$ cat config.mk
export PLATFORM = sky130hd
export DESIGN_NAME = bp_me_mem_cmd_arbiter
export DESIGN_NICKNAME = d
export VERILOG_FILES = /design/src/rtl/bp_me_mem_cmd_arbiter.sv
export SDC_FILE = /design/constraint.sdc
export NUM_CORES = 1
export LEC_CHECK = 0
export ABC_AREA = 1
export BUFFER_PORTS_ARGS = -buffer_cell sky130_fd_sc_hd__buf_4
export CAP_MARGIN = 10
export CORE_AREA = 3 3 508 510
export DETAILED_ROUTE_END_ITERATION = 8
export DIE_AREA = 0 0 511 513
export PLACE_DENSITY_LB_ADDON = 0.3
export SETUP_SLACK_MARGIN = 0.1
export SLEW_MARGIN = 20
export SYNTH_ARGS = -nofsm -noshare
export SYNTH_HDL_FRONTEND = slang
export SYNTH_SLANG_ARGS = --single-unit
$ cat constraint.sdc
create_clock -name clk_i -period 48.2 [get_ports clk_i]
set_input_delay 4.82 -clock clk_i [delete_from_list [all_inputs] [get_ports clk_i]]
set_output_delay 4.82 -clock clk_i [all_outputs]
set_load 0.01 [all_outputs]
$ cat src/rtl/bp_me_mem_cmd_arbiter.sv
// Round-robin arbiter sharing one BedRock memory port between two requesters.
// Commands go out through a one-entry buffer; responses return in command order.
module bp_me_mem_cmd_arbiter #(
  parameter int msg_width_p   = 256,
  parameter int outstanding_p = 4
) (
  input  logic                     clk_i,
  input  logic                     reset_i,
  input  logic [2*msg_width_p-1:0] cmd_i,
  input  logic [1:0]               cmd_v_i,
  output logic [1:0]               cmd_ready_o,
  output logic [msg_width_p-1:0]   resp_o,
  output logic [1:0]               resp_v_o,
  input  logic [1:0]               resp_yumi_i,
  output logic [msg_width_p-1:0]   mem_cmd_o,
  output logic                     mem_cmd_v_o,
  input  logic                     mem_cmd_ready_i,
  input  logic [msg_width_p-1:0]   mem_resp_i,
  input  logic                     mem_resp_v_i,
  output logic                     mem_resp_yumi_o,
  output logic                     error_o
);

  localparam int ptr_w = (outstanding_p > 1) ? $clog2(outstanding_p) : 1;
  localparam int cnt_w = $clog2(outstanding_p + 1);

  logic [msg_width_p-1:0] obuf_r;
  logic                   obuf_v_r;
  logic                   fifo_r [outstanding_p];
  logic [ptr_w-1:0]       wr_ptr_r, rd_ptr_r;
  logic [cnt_w-1:0]       count_r;
  logic                   last_r;
  logic                   error_r;

  logic       empty, full, head, obuf_load_ok;
  logic [1:0] grant, accept;
  logic       push, push_id, pop, protocol_err;

  function automatic logic [ptr_w-1:0] ptr_inc(input logic [ptr_w-1:0] p);
    return (p == ptr_w'(outstanding_p - 1)) ? '0 : p + ptr_w'(1);
  endfunction

  assign empty        = (count_r == '0);
  assign full         = (count_r == cnt_w'(outstanding_p));
  assign head         = fifo_r[rd_ptr_r];
  assign obuf_load_ok = ~obuf_v_r | mem_cmd_ready_i;

  // NOTE: every combinational output gets a default first so no path infers a latch.
  always_comb begin
    grant    = 2'b00;
    grant[0] = cmd_v_i[0] & (~cmd_v_i[1] | last_r);
    grant[1] = cmd_v_i[1] & (~cmd_v_i[0] | ~last_r);
  end

  // Ready is held low while reset is asserted even though the state is already cleared.
  assign cmd_ready_o = grant & {2{obuf_load_ok & ~full & reset_i}};
  assign accept      = cmd_v_i & cmd_ready_o;
  assign push        = |accept;
  assign push_id     = accept[1];

  assign resp_o          = mem_resp_i;
  assign mem_resp_yumi_o = resp_yumi_i[head] & ~empty;
  assign pop             = mem_resp_v_i & mem_resp_yumi_o;

  always_comb begin
    resp_v_o       = 2'b00;
    resp_v_o[head] = mem_resp_v_i & ~empty;
  end

  assign protocol_err = (mem_resp_v_i & empty) | (|(resp_yumi_i & ~resp_v_o));

  assign mem_cmd_o   = obuf_r;
  assign mem_cmd_v_o = obuf_v_r;
  assign error_o     = error_r;

  // NOTE: payload storage carries no reset; its valid/count state alone defines what is live.
  always_ff @(posedge clk_i) begin
    if (push) begin
      obuf_r           <= push_id ? cmd_i[2*msg_width_p-1:msg_width_p] : cmd_i[msg_width_p-1:0];
      fifo_r[wr_ptr_r] <= push_id;
    end
  end

  // NOTE: sequential state uses non-blocking assignments so every register samples pre-edge values.
  always_ff @(posedge clk_i or negedge reset_i) begin
    if (!reset_i) begin
      obuf_v_r <= 1'b0;
      wr_ptr_r <= '0;
      rd_ptr_r <= '0;
      count_r  <= '0;
      last_r   <= 1'b1;
      error_r  <= 1'b0;
    end else begin
      if (push)
        obuf_v_r <= 1'b1;
      else if (mem_cmd_ready_i)
        obuf_v_r <= 1'b0;

      if (push) begin
        wr_ptr_r <= ptr_inc(wr_ptr_r);
        last_r   <= push_id;
      end
      if (pop)
        rd_ptr_r <= ptr_inc(rd_ptr_r);

      case ({push, pop})
        2'b10:   count_r <= count_r + cnt_w'(1);
        2'b01:   count_r <= count_r - cnt_w'(1);
        default: count_r <= count_r;
      endcase

      error_r <= error_r | protocol_err;
    end
  end

endmodule

# Word-level counts from Yosys, hierarchy flattened
# Memory sizes are Yosys's and may differ from the RTL's.
# Index checks and enable logic that the tools add are counted.
# classes
n_mux	12
n_div	0
shifts	0
reduce_logical	6
n_bitwise	24
magnitude_cmp	2
add_sub_neg	4
n_eq_ne	5
mul	0
# op_table
op	n
$mux 256	1
$and 1x1->1	8
$and 2x2->2	4
$mux 1	7
$eq 2x2->1 const B	3
$not 1->1	6
$pmux 3 s2	1
$or 1x1->1	5
$add 2x1->2 const B	2
$mux 2	2
$reduce_bool 2->1	2
$reduce_or 2->1	2
$add 3x1->3 const B	1
$eq 3x3->1 const B	1
$logic_not 3->1	1
$sub 3x1->3 const B	1
$eq 2x1->1 const B	1
$lt 1x2->1 const B	1
$not 2->2	1
$demux 1 s1	1
$ge 1x1->1 const B	1
$logic_and 1x1->1	1
# word_totals
wordCells	61
mem_count	1
input_bits	776
latchBits	0
mem_bits_ro	0
reg_bits	266
output_inout_bits	519
mem_bits_rw	4
# mem_list
memory	depth	width	rd	rd_ports_with_merged_regs	wr	line	source
fifo_r	4	1	1	0	1	29	logic fifo_r [outstanding_p];

# Longest topological paths before layout
# Gate-level depths: netlist of run 1.
# An unclocked memory read counts as a cell.
# logic_depth
word_depth	11
depth_mapped	13
ltp_nobuf	13

# Worst setup path after synthesis of run 1
# Ideal clock, no wire load.
# synth_timing
path_type	input to register
from	input cmd_v_i[0]
to	register count_r[1]
n_path_buf	0
path_slack_ps	27310
stages	8
required_ps	48117
arrival_ps	20807
setup_ps	83
path_cell_list	a21boi_2 > inv_1 > a21oi_1 > inv_1 > ha_1 > inv_1 > fa_1 > o21ai_0
# synth_via
elab_chain_len	8
word_cells_on_any_way	11
cone_classes	eq/ne: 2; mux: 1; bitwise: 6; reduce/logical: 2
# synth_rtl
element	line	source
start, declared	10	input logic [1:0] cmd_v_i,
$not 1->1	52	grant[1] = cmd_v_i[1] & (~cmd_v_i[0] | ~last_r);
$or 1x1->1	52	
$and 1x1->1	52	
$and 2x2->2	56	assign cmd_ready_o = grant & {2{obuf_load_ok & ~full & reset_i}};
$and 2x2->2 (*)	57	assign accept = cmd_v_i & cmd_ready_o;
$reduce_or 2->1 (*)	58	assign push = |accept;
via push	37	logic push, push_id, pop, protocol_err;
$eq 2x1->1 / $eq 2x2->1 (equally long branches)	106	case ({push, pop})
$pmux 3 s2 / $reduce_bool 2->1 (equally long branches)	-	
end signal, assigned	107	2'b10: count_r <= count_r + cnt_w'(1);
end signal, assigned	108	2'b01: count_r <= count_r - cnt_w'(1);
end signal, assigned	109	default: count_r <= count_r;
end, declared	31	logic [cnt_w-1:0] count_r;
# Mark *: on every way through the listed nets, which the timed path passes. The rest lies on a longest branch.
# A chain may end at the register's enable or synchronous reset.

# Worst setup path in the final report of run 1
# layout_timing
from	input mem_cmd_ready_i
to	output cmd_ready_o[1]
# layout_via
elab_chain_len	4
# layout_rtl
element	line	source
start, declared	17	input logic mem_cmd_ready_i,
$or 1x1->1	46	assign obuf_load_ok = ~obuf_v_r | mem_cmd_ready_i;
$and 1x1->1 (2 in series)	56	
$and 2x2->2	56	
end, declared	11	output logic [1:0] cmd_ready_o,
# Every way passes these cells.

==> flow_summary_export.csv, run 1 <==
group,metric,value,unit
status,status,"completed",
layout,nets,2744,
floorplan,start_util,0.05348,
routing,drc,0,
min_path,hp-class,"register to register",
layout,fin_area,23000,um2
cts,postCtsResizedCells,0,
routing,routed_wirelength,157.9,mm
synth,synthAdderAreaFrac,0.007002,
floorplan,die_area,262100,um2
synth,netlist_instances,1433,
routing,drt-initial-drc-count,737,
timing,fmax,92.81,MHz
place,placed_cells,5282,
layout,fillerInstances,29540,
synth,synthMuxAreaShare,0,
place,io_buffers,782,
floorplan,num_io_pins,1295,
worst_setup_path,arrival,5950,ps
synth,synth_edf_count,260,
cts,cts_buffers,43,
floorplan,row_count,185,
timing,setup_ws,37430,ps
timing,rsz0062_at_grt,"no",
timing,period_minus_slack,10770,ps
floorplan,die_w,511,um
routing,avgRoutedWirePerCell,29.43,um
cts,clock_latency,640,ps
synth,ys_seq_area_frac,0.5934,
power_and_ir_drop,pwr_density_cell,41.19,nW/um2
timing,fin_setup_tns,0,ps
synth,synth_compound_area_frac,0.003962,
timing,finalSetupViolCount,0,
timing,period_share,0.2235,
power_and_ir_drop,p_leak,9.499,nW
timing,hold_viol,0,
synth,synth_cell_type_count,22,
cts,cts_buffer_depth,3,
place,place_hpwl,143.3,mm
worst_setup_path,path_class,"input port to output port",
layout,stdcell_count,5364,
timing,worst_pin_slew,987.2,ps
place,place_ws,37340,ps
timing,slew_violations,0,
job,maxCapViolCount,0,
synth,synth_fp_nets,2216,
routing,ant_nets,0,
cts,tritoncts,"yes",
layout,areaGrowthSynthToFinish,69.38,%
worst_setup_path,endpoint_kind,"output port",
cts,cts_setup_buffers,0,
global_routing,grt_max_degree,107,
cts,h-tree-depth,2,
global_routing,grt-ovfl-total,0,
synth,yosys.area_share.simple,0.2262,
worst_setup_path,critical_path_required,43380,ps
synth,async_reset_ff_frac,0.03704,
place,dpl_cell_area,21580,um2
global_routing,grt_pass1_vias,12110,
synth,synth.avg_cell_area,9.477,um2
timing,relSlewSlack,0.3419,
routing,drtPass1Iterations,5,
routing,via_per_inst,2.205,
synth,syn_area,13580,um2
layout,final_core_util,0.09059,
floorplan,die_h,513,um
cts,cts-hold-fix-buffers,0,
power_and_ir_drop,power,0.9475,mW
cts,cts_root_buf,"clkbuf_16",
synth,synth-seq-cells,270,
cts,clock-sinks,270,
worst_setup_path,startpoint_type,"input port",
synth,synth_xor_area_frac,0.001290,
floorplan,coreArea,253900,um2
power_and_ir_drop,vdd_drop_max,25.61,uV
timing,fin_worst_skew,29.00,ps
global_routing,grt_pass1_wl,184.7,mm
place,place_congestion,0.9283,
layout,drive_gt1_frac,0.4348,
timing,whs,493.1,ps
global_routing,grt_antenna_before_repair,19,
routing,num_vias,11830,
global_routing,grtUsageTotal,0.1156,
cts,cts.clk_slew.worst_paths,50,ps
synth,synthFlopType,"edfxtp_1",
worst_setup_path,critical_path.max_fanout,4,
synth,yosysWarnings,0,
synth,synth_top_family_by_area,"simple AND/OR/NAND/NOR gates",
worst max-delay path: stages:
cell and delay (ps):
buf_4 80, inv_1 110, a21boi_1 200, nand2_1 300, nor3_1 260, buf_4 170
cell families (layout without fill, tap and decap cells):
logic type / count (synthesis) / after routing
and+or+nand+nor: 810 / 810
buffers and inverters: 335 / 896
adders and majority gates: 7 / 7
other: 0 / 4
AOI/OAI and AO/OA: 9 / 9
DFF: 270 / 270
xor gates and xnor gates: 2 / 2
cell usage in the layout, fill, tap and decap left out, types with 2 or more instances in the layout:
master / instances
inv_1: 19
o21ai_0: 5
clkinv_2: 2
diode_2: 4
bufinv_16: 4
clkinv_4: 3
clkbuf_1: 5
dfrtp_1: 9
inv_6: 4
nor2_1: 10
clkbuf_16: 43
nand2_1: 786
inv_2: 3
edfxtp_1: 260
nand3_1: 10
ha_1: 6
nand4_1: 2
clkinvlp_4: 6
buf_4: 795
clkinv_1: 9
cells in the mapped netlist, types with 2 or more instances:
master | n | share of area
inv_1 | 19 | 0.0053
nand3_1 | 10 | 0.0037
inv_2 | 4 | 0.0011
clkbuf_1 | 4 | 0.0011
buf_2 | 52 | 0.019
nor2_1 | 10 | 0.0028
edfxtp_1 | 260 | 0.57
o21ai_0 | 5 | 0.0018
buf_4 | 256 | 0.14
ha_1 | 6 | 0.0055
dfrtp_1 | 9 | 0.017
nand2_1 | 786 | 0.22
a21oi_1 | 2 | 0.00074
nand4_1 | 2 | 0.00092
final timing paths:
path                                 start             end  slack, ps  cells after the start
max                        mem_cmd_ready_i  cmd_ready_o[1]      37430                      6
min                             count_r[0]      count_r[0]        490                      1
max reg2reg                         last_r  mem_cmd_o[149]      43980                      8
min reg2reg                     count_r[0]      count_r[0]        490                      1
max in group asynchronous          reset_i          last_r      43980                      1
min in group asynchronous          reset_i     wr_ptr_r[0]       4000                      1
flip-flops by register name, summed over array words and instances, names as in the netlist:
signal       count
fifo_r           4
error_o          1
mem_cmd_v_o      1
count_r          3
mem_cmd_o      256
last_r           1
wr_ptr_r         2
rd_ptr_r         2
power by group:
| group | switching, mW | leakage, nW | internal, mW |
|---|---|---|---|
| Combinational | 0.190 | 6.28 | 0.0952 |
| Sequential | 0.0159 | 2.56 | 0.320 |
| Clock | 0.139 | 0.664 | 0.187 |
| Total | 0.345 | 9.50 | 0.602 |
final cells by class:
cell class                      instances  area [um2]  area share
Inverter                               23       93.84    0.004079
Tap cell                             3366        4212      0.1831
Clock inverter                         30       316.6     0.01376
Sequential cell                       270        8059      0.3503
Timing Repair Buffer                  795        5968      0.2595
Multi-Input combinational cell        828        3249      0.1413
Antenna cell                            4       10.01   0.0004351
Clock buffer                           48        1095     0.04759
per-layer routing:
layer,GRT usage,share of wire
met1,0.06500,0.20
met2,0.2045,0.50
met3,0.1452,0.27
met4,0.03573,0.031
met5,0.004384,0.0011
Note: power is estimated with default switching activity, not from simulation.
==> run 2: changes to the inputs <==
--- a/config.mk
+++ b/config.mk
@@ -8,9 +8,9 @@
 export ABC_AREA = 1
 export BUFFER_PORTS_ARGS = -buffer_cell sky130_fd_sc_hd__buf_4
 export CAP_MARGIN = 10
-export CORE_AREA = 3 3 508 510
+export CORE_AREA = 3 3 498 500
 export DETAILED_ROUTE_END_ITERATION = 8
-export DIE_AREA = 0 0 511 513
+export DIE_AREA = 0 0 501 503
 export PLACE_DENSITY_LB_ADDON = 0.3
 export SETUP_SLACK_MARGIN = 0.1
 export SLEW_MARGIN = 20
==> constraint.sdc (replaced) <==
create_clock -name clk_i -period 10.1 [get_ports clk_i]
set_input_delay 1.01 -clock clk_i [delete_from_list [all_inputs] [get_ports clk_i]]
set_output_delay 1.01 -clock clk_i [all_outputs]
set_load 0.01 [all_outputs]
==> flow_summary_export.csv, run 2 (synthesis results as in run 1) <==
group,metric,value,unit
global_routing,grt_pass1_wl,172.2,mm
cts,cts_buffer_depth,3,
worst_setup_path,path_class,"input port to register",
floorplan,die_w,501,um
timing,period_share,0.3882,
routing,drt-initial-drc-count,795,
timing,hold_viol,0,
power_and_ir_drop,vdd_drop_max,111.3,uV
cts,cts_setup_buffers,0,
layout,final_common_cell,"buf_4",
worst_setup_path,startpoint_type,"input port",
global_routing,grt-ovfl-total,0,
timing,worst_pin_slew,916.2,ps
routing,num_vias,11770,
floorplan,die_area,252000,um2
worst_setup_path,r2r_start,"mem_cmd_v_o",
global_routing,grt_antenna_before_repair,13,
global_routing,grtUsageTotal,0.1118,
min_path,hp-class,"input port to asynchronous set/reset pin",
timing,fin_setup_tns,0,ps
place,io_buffers,782,
worst_setup_path,r2r_setup_slack,6360,ps
routing,ant_nets,0,
cts,clock_latency,650,ps
cts,clock-sinks,270,
cts,cts_buffers,42,
layout,nets,2743,
cts,h-tree-depth,2,
place,place_congestion,0.8814,
floorplan,row_count,181,
worst_setup_path,critPathLaunch,"reset_i",
power_and_ir_drop,pwr_density_cell,191.3,nW/um2
global_routing,grtUsageMet2,0.1978,
status,status,"completed",
floorplan,die_h,503,um
routing,drtPass1Iterations,5,
power_and_ir_drop,p_leak,9.468,nW
global_routing,top_usage_layer,"met2",
place,place_ws,5511,ps
routing,avgRoutedWirePerCell,28.66,um
worst_setup_path,endpoint_kind,"register",
global_routing,grt_max_degree,108,
timing,fmax,255.1,MHz
floorplan,coreArea,243500,um2
layout,fin_area,22700,um2
worst_setup_path,critical_path.max_fanout,78,
cts,cts-hold-fix-buffers,0,
job,maxCapViolCount,0,
floorplan,start_util,0.05578,
worst_setup_path,reg2reg_to,"mem_cmd_o[145]",
layout,fillerInstances,28320,
routing,drc,0,
layout,drive_gt1_frac,0.4324,
worst_setup_path,arrival,4430,ps
layout,final_cell_mix,"buf_4, nand2_1, edfxtp_1",
worst_setup_path,critical_path_required,10600,ps
timing,slew_violations,0,
timing,whs,191.0,ps
timing,relSlewSlack,0.3892,
cts,postCtsResizedCells,0,
routing,routed_wirelength,148.8,mm
timing,finalSetupViolCount,0,
power_and_ir_drop,power,4.342,mW
layout,largest_register_ffs,256,
timing,rsz0062_at_grt,"no",
global_routing,grtUsageMet3,0.1369,
timing,period_minus_slack,3921,ps
layout,areaGrowthSynthToFinish,67.12,%
cts,cts_root_buf,"clkbuf_16",
global_routing,grt_pass1_vias,11940,
routing,via_per_inst,2.267,
cts,cts.clk_slew.worst_paths,60,ps
floorplan,num_io_pins,1295,
global_routing,grtUsageMet1,0.06560,
cts,tritoncts,"yes",
timing,setup_ws,6179,ps
place,place_hpwl,133.9,mm
worst_setup_path,r2r_cells,8,
place,dpl_cell_area,21370,um2
timing,fin_worst_skew,32.17,ps
run 2: worst max-delay path by stage:
stage	slack, ps	to
after floorplan	2640	count_r[1]
after global placement	5550	mem_cmd_o[139]
after detailed placement	5510	mem_cmd_o[145]
after CTS	6250	mem_cmd_o[145]
after global routing	5980	mem_cmd_o[190]
final	6180	mem_cmd_o[145]
run 2: area by class of cell:
| type | instances | area [um2] | share of cell area |
|---|---|---|---|
| multi-input combinational | 828 | 3249 | 0.1432 |
| tap | 3202 | 4006 | 0.1765 |
| clock inverter | 20 | 201.4 | 0.008876 |
| timing repair buffer | 795 | 5988 | 0.2639 |
| sequential | 270 | 8059 | 0.3551 |
| antenna | 2 | 5.005 | 0.0002205 |
| clock buffer | 53 | 1092 | 0.04813 |
| inverter | 23 | 93.84 | 0.004135 |
run 2: worst max-delay path, stage by stage:
cell and delay, ps:
buf_4 180, a21boi_1 210, nand2_1 290, nor3_4 390, buf_4 390, buf_4 690, buf_4 760, nand2_1 130
nand2_1 120
run 2: routing by layer:
| layer | up-vias | wire length, um |
|---|---|---|
| met3 | 125 | 39140 |
| met2 | 1015 | 74530 |
| met1 | 5273 | 30540 |
| li1 | 5354 | - |
| met4 | 6 | 4452 |
| met5 | - | 184 |
run 2: where the power goes:
group | total, mW | switching (mW) | leakage, nW | internal (mW)
Sequential | 1.62 | 0.0879 | 2.56 | 1.53
Clock | 1.46 | 0.660 | 0.627 | 0.802
Combinational | 1.26 | 0.807 | 6.29 | 0.455
Total | 4.34 | 1.55 | 9.47 | 2.79
run 2: per-stage QoR:
stage / utilization / std cells
floorplan: - / 1433
global placement: 0.08778 / 5117
detailed placement: 0.08778 / 5117
CTS: 0.09309 / 5190
global route: 0.09320 / 5191
finish: 0.09322 / 5193
